==> src/rtl/scmp_ifetch_if.sv <==
// Memory read bus between the SC/MP instruction fetcher and the memory system.
interface scmp_ifetch_if;
  logic [15:0] bus_addr;
  logic        bus_rd;
  logic        bus_ack;
  logic [7:0]  bus_din;

  modport master (output bus_addr, bus_rd, input bus_ack, bus_din);
  modport slave  (input bus_addr, bus_rd, output bus_ack, bus_din);
endinterface

==> src/rtl/scmp_ifetch.sv <==
// SC/MP instruction fetcher: pre-increments P0 within its 4 KB page, reads the
// opcode and (for two-byte instructions) the displacement, then pulses op_valid.
module scmp_ifetch (
  input  logic                 clk,
  input  logic                 rst,
  input  logic                 fetch_req,
  input  logic [15:0]          pc_in,
  output logic [15:0]          pc_out,
  output logic                 pc_we,
  scmp_ifetch_if.master        bus,
  output logic [7:0]           op,
  output logic [7:0]           disp,
  output logic                 op_valid,
  output logic                 busy
);

  localparam int unsigned PC_W   = 16;
  localparam int unsigned OFFS_W = 12;
  localparam int unsigned BYTE_W = 8;

  typedef enum logic [2:0] {
    S_IDLE = 3'd0,
    S_INC1 = 3'd1,
    S_RD1  = 3'd2,
    S_INC2 = 3'd3,
    S_RD2  = 3'd4,
    S_DONE = 3'd5
  } state_t;

  state_t              state, state_nxt;
  logic [PC_W-1:0]     pc, pc_nxt;
  logic [BYTE_W-1:0]   op_nxt, disp_nxt;
  logic                bus_rd_q;

  // Increment confined to the 4 KB page; the page bits never change.
  function automatic logic [PC_W-1:0] page_inc(input logic [PC_W-1:0] a);
    page_inc = {a[PC_W-1:OFFS_W], a[OFFS_W-1:0] + OFFS_W'(1)};
  endfunction

  // Next-state and datapath. The increment is loaded on the edge entering an
  // INC state so pc_out already shows the new P0 while pc_we is high.
  always_comb begin
    state_nxt = state;
    pc_nxt    = pc;
    op_nxt    = op;
    disp_nxt  = disp;
    case (state)
      S_IDLE: begin
        if (fetch_req) begin
          pc_nxt    = page_inc(pc_in);
          state_nxt = S_INC1;
        end
      end
      S_INC1: state_nxt = S_RD1;
      S_RD1: begin
        if (bus.bus_ack) begin
          op_nxt = bus.bus_din;
          if (bus.bus_din[BYTE_W-1]) begin
            pc_nxt    = page_inc(pc);
            state_nxt = S_INC2;
          end else begin
            disp_nxt  = BYTE_W'(0);
            state_nxt = S_DONE;
          end
        end
      end
      S_INC2: state_nxt = S_RD2;
      S_RD2: begin
        if (bus.bus_ack) begin
          disp_nxt  = bus.bus_din;
          state_nxt = S_DONE;
        end
      end
      S_DONE:  state_nxt = S_IDLE;
      default: state_nxt = S_IDLE;
    endcase
  end

  // State, datapath and registered strobes decoded from the next state.
  always_ff @(posedge clk) begin
    if (rst) begin
      state    <= S_IDLE;
      pc       <= PC_W'(0);
      op       <= BYTE_W'(0);
      disp     <= BYTE_W'(0);
      pc_we    <= 1'b0;
      bus_rd_q <= 1'b0;
      op_valid <= 1'b0;
      busy     <= 1'b0;
    end else begin
      state    <= state_nxt;
      pc       <= pc_nxt;
      op       <= op_nxt;
      disp     <= disp_nxt;
      pc_we    <= (state_nxt == S_INC1) || (state_nxt == S_INC2);
      bus_rd_q <= (state_nxt == S_RD1) || (state_nxt == S_RD2);
      op_valid <= (state_nxt == S_DONE);
      busy     <= (state_nxt != S_IDLE);
    end
  end

  assign pc_out       = pc;
  assign bus.bus_addr = pc;
  assign bus.bus_rd   = bus_rd_q;

endmodule

==> src/flat_wrapper.sv <==
// flat-port wrapper written by rule: the top's interface ports become plain ports
module scmp_ifetch_flat 
  (clk, rst, fetch_req, pc_in, pc_out, pc_we, op, disp, op_valid, busy, bus_bus_addr, bus_bus_rd, bus_bus_ack, bus_bus_din);
  scmp_ifetch_if bus_i ();
  input  logic clk;
  input  logic rst;
  input  logic fetch_req;
  input  logic [15:0] pc_in;
  output logic [15:0] pc_out;
  output logic pc_we;
  output logic [7:0] op;
  output logic [7:0] disp;
  output logic op_valid;
  output logic busy;
  output wire logic [$bits(bus_i.bus_addr)-1:0] bus_bus_addr;
  output wire logic [$bits(bus_i.bus_rd)-1:0] bus_bus_rd;
  input wire logic [$bits(bus_i.bus_ack)-1:0] bus_bus_ack;
  input wire logic [$bits(bus_i.bus_din)-1:0] bus_bus_din;
  assign bus_bus_addr = bus_i.bus_addr;
  assign bus_bus_rd = bus_i.bus_rd;
  assign bus_i.bus_ack = bus_bus_ack;
  assign bus_i.bus_din = bus_bus_din;
  scmp_ifetch u_core (.clk(clk), .rst(rst), .fetch_req(fetch_req), .pc_in(pc_in), .pc_out(pc_out), .pc_we(pc_we), .bus(bus_i), .op(op), .disp(disp), .op_valid(op_valid), .busy(busy));
endmodule
==> config.mk <==
export PLATFORM = sky130hd
export DESIGN_NAME = scmp_ifetch_flat
export DESIGN_NICKNAME = d
export VERILOG_FILES = /design/src/rtl/scmp_ifetch_if.sv /design/src/rtl/scmp_ifetch.sv /design/src/flat_wrapper.sv
export SDC_FILE = /design/constraint.sdc
export NUM_CORES = 1
export LEC_CHECK = 0
export ABC_AREA = 1
export BUFFER_PORTS_ARGS = -buffer_cell sky130_fd_sc_hd__buf_4
export CORE_MARGIN = 10
export CORE_UTILIZATION = 30
export CTS_BUF_LIST = sky130_fd_sc_hd__clkbuf_2
export CTS_CLUSTER_SIZE = 20
export DETAILED_ROUTE_END_ITERATION = 8
export HOLD_SLACK_MARGIN = 0.02
export PLACE_DENSITY = 0.54
export SYNTH_ARGS = -nofsm -noshare
export SYNTH_HDL_FRONTEND = slang
export SYNTH_SLANG_ARGS = --single-unit
==> constraint.sdc <==
create_clock -name clk -period 2.7 [get_ports clk]
set_clock_uncertainty 0.15 [all_clocks]
set_input_delay 0.54 -clock clk [delete_from_list [all_inputs] [get_ports clk]]
set_output_delay 0.54 -clock clk [all_outputs]
set_load 0.005 [all_outputs]
# [Yosys cells after proc, flatten, opt, wreduce, memory -nomap -nowiden]
# Index checks and enable logic that the tools add are counted.
# Widths: inputs -> output; s select.
[totals] ram_bits=0 word_cells=49 output_inout_bits=52 mem_bits_ro=0 n_memories=0 latch_bits=0 reg_bits=39 input_bits=28
[op_classes] eq_ne=14 n_shift=0 n_reduce_logical=10 n_addsub=2 div_mod_pow=0 n_mul=0 magnitude_cmp=0 muxes=13 n_bitwise=1
[op_table] operator="$mux 16" count=2
[op_table] operator="$pmux 16 s2" count=1
[op_table] operator="$add 12x1->12 const B" count=2
[op_table] operator="$mux 8" count=3
[op_table] operator="$pmux 8 s2" count=1
[op_table] operator="$pmux 3 s5" count=1
[op_table] operator="$eq 3x2->1 const B" count=4
[op_table] operator="$mux 12" count=1
[op_table] operator="$mux 3" count=4
[op_table] operator="$ne 2x2->1 const B" count=5
[op_table] operator="$eq 3x3->1 const B" count=3
[op_table] operator="$reduce_and 4->1" count=2
[op_table] operator="$eq 3x1->1 const B" count=2
[op_table] operator="$reduce_bool 2->1" count=2
[op_table] operator="$logic_not 3->1" count=1
[op_table] operator="$reduce_and 3->1" count=1
[op_table] operator="$reduce_bool 3->1" count=1
[op_table] operator="$logic_or 1x1->1" count=2
[op_table] operator="$reduce_and 2->1" count=1
[op_table] operator="$not 1->1" count=1

# [Logic depth before layout (Yosys ltp)]
[logic_depth] depth_word=5 ltp_mapped=14 depth_no_buf=13

# [Worst setup path before layout]
# No wires, ideal clock.
[synth_path] kind="reg-to-reg" from="register u_core.state[2]" to="register u_core.pc[10] (netlist: u_core.bus.bus_addr[10])" stages_incl_launch_ff=13 t_required_ns=2.441 slack_ns=0.839 synth_period_minus_slack_ns=1.861 t_arrival_ns=1.602 setup_ns=0.109 cell_sequence="dfxtp_1 > nor2_4 > nand2_4 > buf_6 > o21ai_4 > inv_1 > ha_1 > nand2_1 > nor2_4 > nand3b_1 > nand3_1 > nand2_1 > inv_1"
[synth_between] elab_chain_len=3 elab_cells_between_ends=8 cone_classes="eq/ne: 4; mux: 1; reduce/logical: 3"
[synth_rtl] element="from (decl)" line_no="scmp_ifetch.sv:30" source="state_t state, state_nxt;"
[synth_rtl] element="from (signal assigned)" line_no="scmp_ifetch.sv:91" source="state <= state_nxt;"
[synth_rtl] element="$eq 3x2->1 / $logic_not 3->1 (equally long branches)" line_no="scmp_ifetch.sv:47" source="case (state)"
[synth_rtl] element="$ne 2x2->1 (no source line) / $reduce_bool 2->1 (equally long branches)"
[synth_rtl] element="$reduce_and 4->1 (no source line)"
[synth_rtl] element="to (signal assigned)" line_no="scmp_ifetch.sv:92" source="pc <= pc_nxt;"
[synth_rtl] element="to (decl)" line_no="scmp_ifetch.sv:31" source="logic [PC_W-1:0] pc, pc_nxt;"
# Several ways; a longest one is shown, not always the timed one.
# A chain may end at the register's enable or synchronous reset.

# [Worst setup path after layout]
[layout_path] from="register u_core.state[2]" to="register u_core.pc[8] (netlist: u_core.bus.bus_addr[8])"
# Same word-level chain as after synthesis.

==> impl_metrics.env <==
export IMPL_status="complete, no violations"
export IMPL_clockPowerShare_pct=20.3
export IMPL_vias=1925
export IMPL_maxCapViolCount=0
export IMPL_start_util_pct=30.7
export IMPL_rows=30
export IMPL_grt_setup_unrepaired="no"
export IMPL_area_delta_synth_final_pct=28.2
export IMPL_power_leakage_nw=1.42
export IMPL_p_comb_share_pct=30.2
export IMPL_coreArea_mm2=0.00676
export IMPL_first_pass_iters=4
export IMPL_yosysMostFrequentCell="nor2_1"
export IMPL_drive_gt1_share_pct=34.7
export IMPL_relSlewSlack_pct=70.6
export IMPL_grt_pass1_wl_um=9280
export IMPL_switchingPower_uw=478
export IMPL_synth_seq_cells=39
export IMPL_netlist_instances=283
export IMPL_synth_compound_area_share_pct=13.5
export IMPL_syn_area_mm2=0.00207
export IMPL_clk_latency_ns=0.39
export IMPL_fmax_mhz=467
export IMPL_period_minus_slack_ns=2.14
export IMPL_synth_seq_area_share_pct=37.7
export IMPL_synth_top_flop_cell="dfxtp_1"
export IMPL_start_kind="register"
export IMPL_cts_buffer_depth=2
export IMPL_postRouteAntennaNets=0
export IMPL_async_reset_ff_share_pct=0
export IMPL_gp_congestion=0.798
export IMPL_p_int_uw=895
export IMPL_drv_slew=0
export IMPL_grt_max_degree=23
export IMPL_synth_adder_area_share_pct=0.604
export IMPL_cts_buffers=5
export IMPL_track_usage_pct=11.0
export IMPL_vias_per_cell=4.49
export IMPL_io_pin_count=80
export IMPL_netSwitchingFraction_pct=34.8
export IMPL_utilization_pct=39.3
export IMPL_die_h_um=103
export IMPL_crit_type="register to register"
export IMPL_finalSetupViolCount=0
export IMPL_die_x_um=103
export IMPL_post_route_period_util_pct=79.3
export IMPL_tns_ns=0
export IMPL_drc=0
export IMPL_cts_tree="yes"
export IMPL_synth_area_top_cells="dfxtp_1 (38%), o21ai_0 (8.5%), nor2_1 (7.2%)"
export IMPL_cp_end_kind="register"
export IMPL_clkTransAtPathRegs_ns=0.23
export IMPL_finalHoldViolCount=0
export IMPL_synth_edf_count=0
export IMPL_antenna_found_initial=0
export IMPL_hp_class="input pin to register"
export IMPL_hpwl_um=4530
export IMPL_power_frac_seq_pct=49.5
export IMPL_cts_max_level=2
export IMPL_pwr_density_cell_mw_per_mm2=517
export IMPL_synth_area_leader_cell="dfxtp_1"
export IMPL_cts_resized=0
export IMPL_power_total_mw=1.37
export IMPL_synth_top_family_by_area="simple AND/OR/NAND/NOR gates"
export IMPL_dpl_cell_count=421
export IMPL_crit_arrival_ns=2.34
export IMPL_first_global_vias=1893
export IMPL_cts_root_buffer_cell="clkbuf_2"
export IMPL_antennaDiodeCount=0
export IMPL_ys_warn_count=0
export IMPL_initialDrtViolationCount=57
export IMPL_cts_num_sinks=39
export IMPL_crit_fanout=15
export IMPL_wl_per_cell_um=13.7
export IMPL_synth_distinct_cells=28
export IMPL_pre_cts_slack_ns=0.547
export IMPL_tightest_slew_ns=0.441
export IMPL_synthXorXnorAreaFrac_pct=1.27
export IMPL_port_buffers=79
export IMPL_synth_nets=312
export IMPL_syn_avg_cell_area_um2=7.32
export IMPL_layout_cells_non_filler=429
export IMPL_dieArea_mm2=0.0106
export IMPL_netlist_area_leader_share_pct=37.7
export IMPL_wirelength_um=5890
export IMPL_fin_ws_ns=0.559
export IMPL_muxShareOfSynthArea_pct=0
export IMPL_final_nets=377
export IMPL_ir_drop_mv=0.239
export IMPL_cts_hold_buf=0
export IMPL_ys_top_cells_by_count="nor2_1 (40), dfxtp_1 (39), nand2_1 (36), o21ai_0 (35), inv_1 (30)"
export IMPL_cts_setup_buffers=0
export IMPL_cp_required_ns=2.90
export IMPL_synthSimpleGateAreaFrac_pct=32.1
export IMPL_grt_overflow=0
==> layout by cell type (no fill, tap or decap), types with 3 or more instances in the layout <==
cell	n
nand2_4	4
nor2_4	4
a21oi_1	13
nand3_1	20
buf_4	83
xor2_1	3
o21ai_0	35
dfxtp_1	39
inv_1	30
clkbuf_2	5
nand2_1	36
nand3b_1	3
nor2_1	40
nand2_2	12
nand3_2	3
==> sequential cells by signal (all words and copies together), names as in the netlist <==
register	count
u_core.bus.bus_addr	16
u_core.disp	8
u_core.op	8
u_core.state	3
u_core.bus.bus_rd	1
u_core.busy	1
u_core.op_valid	1
u_core.pc_we	1
==> worst paths after layout <==
kind,start,to,slack [ns],cells after the start
setup / recovery,u_core.state[2],u_core.bus.bus_addr[8],0.56,13
hold / removal,rst,u_core.op_valid,0.14,2
setup reg to reg,u_core.state[2],u_core.bus.bus_addr[8],0.56,13
hold reg to reg,u_core.bus.bus_addr[13],u_core.bus.bus_addr[13],0.37,2
==> final cells by class <==
cell class | count | area, µm²
fill | 738 | 4100
clock buffer | 5 | 25.0
inverter | 33 | 124
tap | 80 | 100
clock inverter | 3 | 20.0
sequential | 39 | 781
timing repair buffer | 83 | 623
multi-input combinational | 186 | 983
==> through the flow <==
step           instance area, µm²  hold slack (ns)
2_1_floorplan                2070            0.346
3_3_place_gp                 2610            0.343
3_5_place_dp                 2610            0.347
4_1_cts                      2660            0.116
5_1_grt                      2660            0.113
6_report                     2660            0.142
==> per-layer routing <==
metal | global-route usage (%) | routed length [µm] | vias to the layer above
met2 | 17.4 | 2610 | 66
met4 | 3.42 | 58 | 0
met3 | 5.16 | 602 | 7
met1 | 12.9 | 2620 | 837
li1 | - | - | 1015
met5 | 0 | 0 | -
==> power groups by stage <==
stage               logic, mW  clock network (mW)  registers, mW
finish                  0.415               0.278          0.680
global route            0.467               0.311          0.690
CTS                     0.424               0.297          0.682
detailed placement      0.423                   0          0.692
global placement        0.420                   0          0.691
floorplan               0.261                   0          0.688
==> cell families (layout without fill, tap and decap cells) <==
group | Yosys count | in the layout
and+or+nand+nor | 130 | 130
buffers and inverters | 58 | 124
AOI/OAI and AO/OA | 52 | 52
DFF | 39 | 39
xor gates and xnor gates | 3 | 3
adders and majority gates | 1 | 1
==> critical path: stages, from the launching register on <==
cell     delay [ns]
dfxtp_1        0.40
nor2_4         0.30
nand2_4        0.21
nand2_4        0.11
o21ai_4        0.08
inv_1          0.08
ha_1           0.20
nand2_1        0.13
nor2_4         0.17
nand2_1        0.06
nand2_1        0.05
nand3_1        0.06
nand2_1        0.06
inv_1          0.04
No activity file was read; power rests on OpenSTA's default activity.
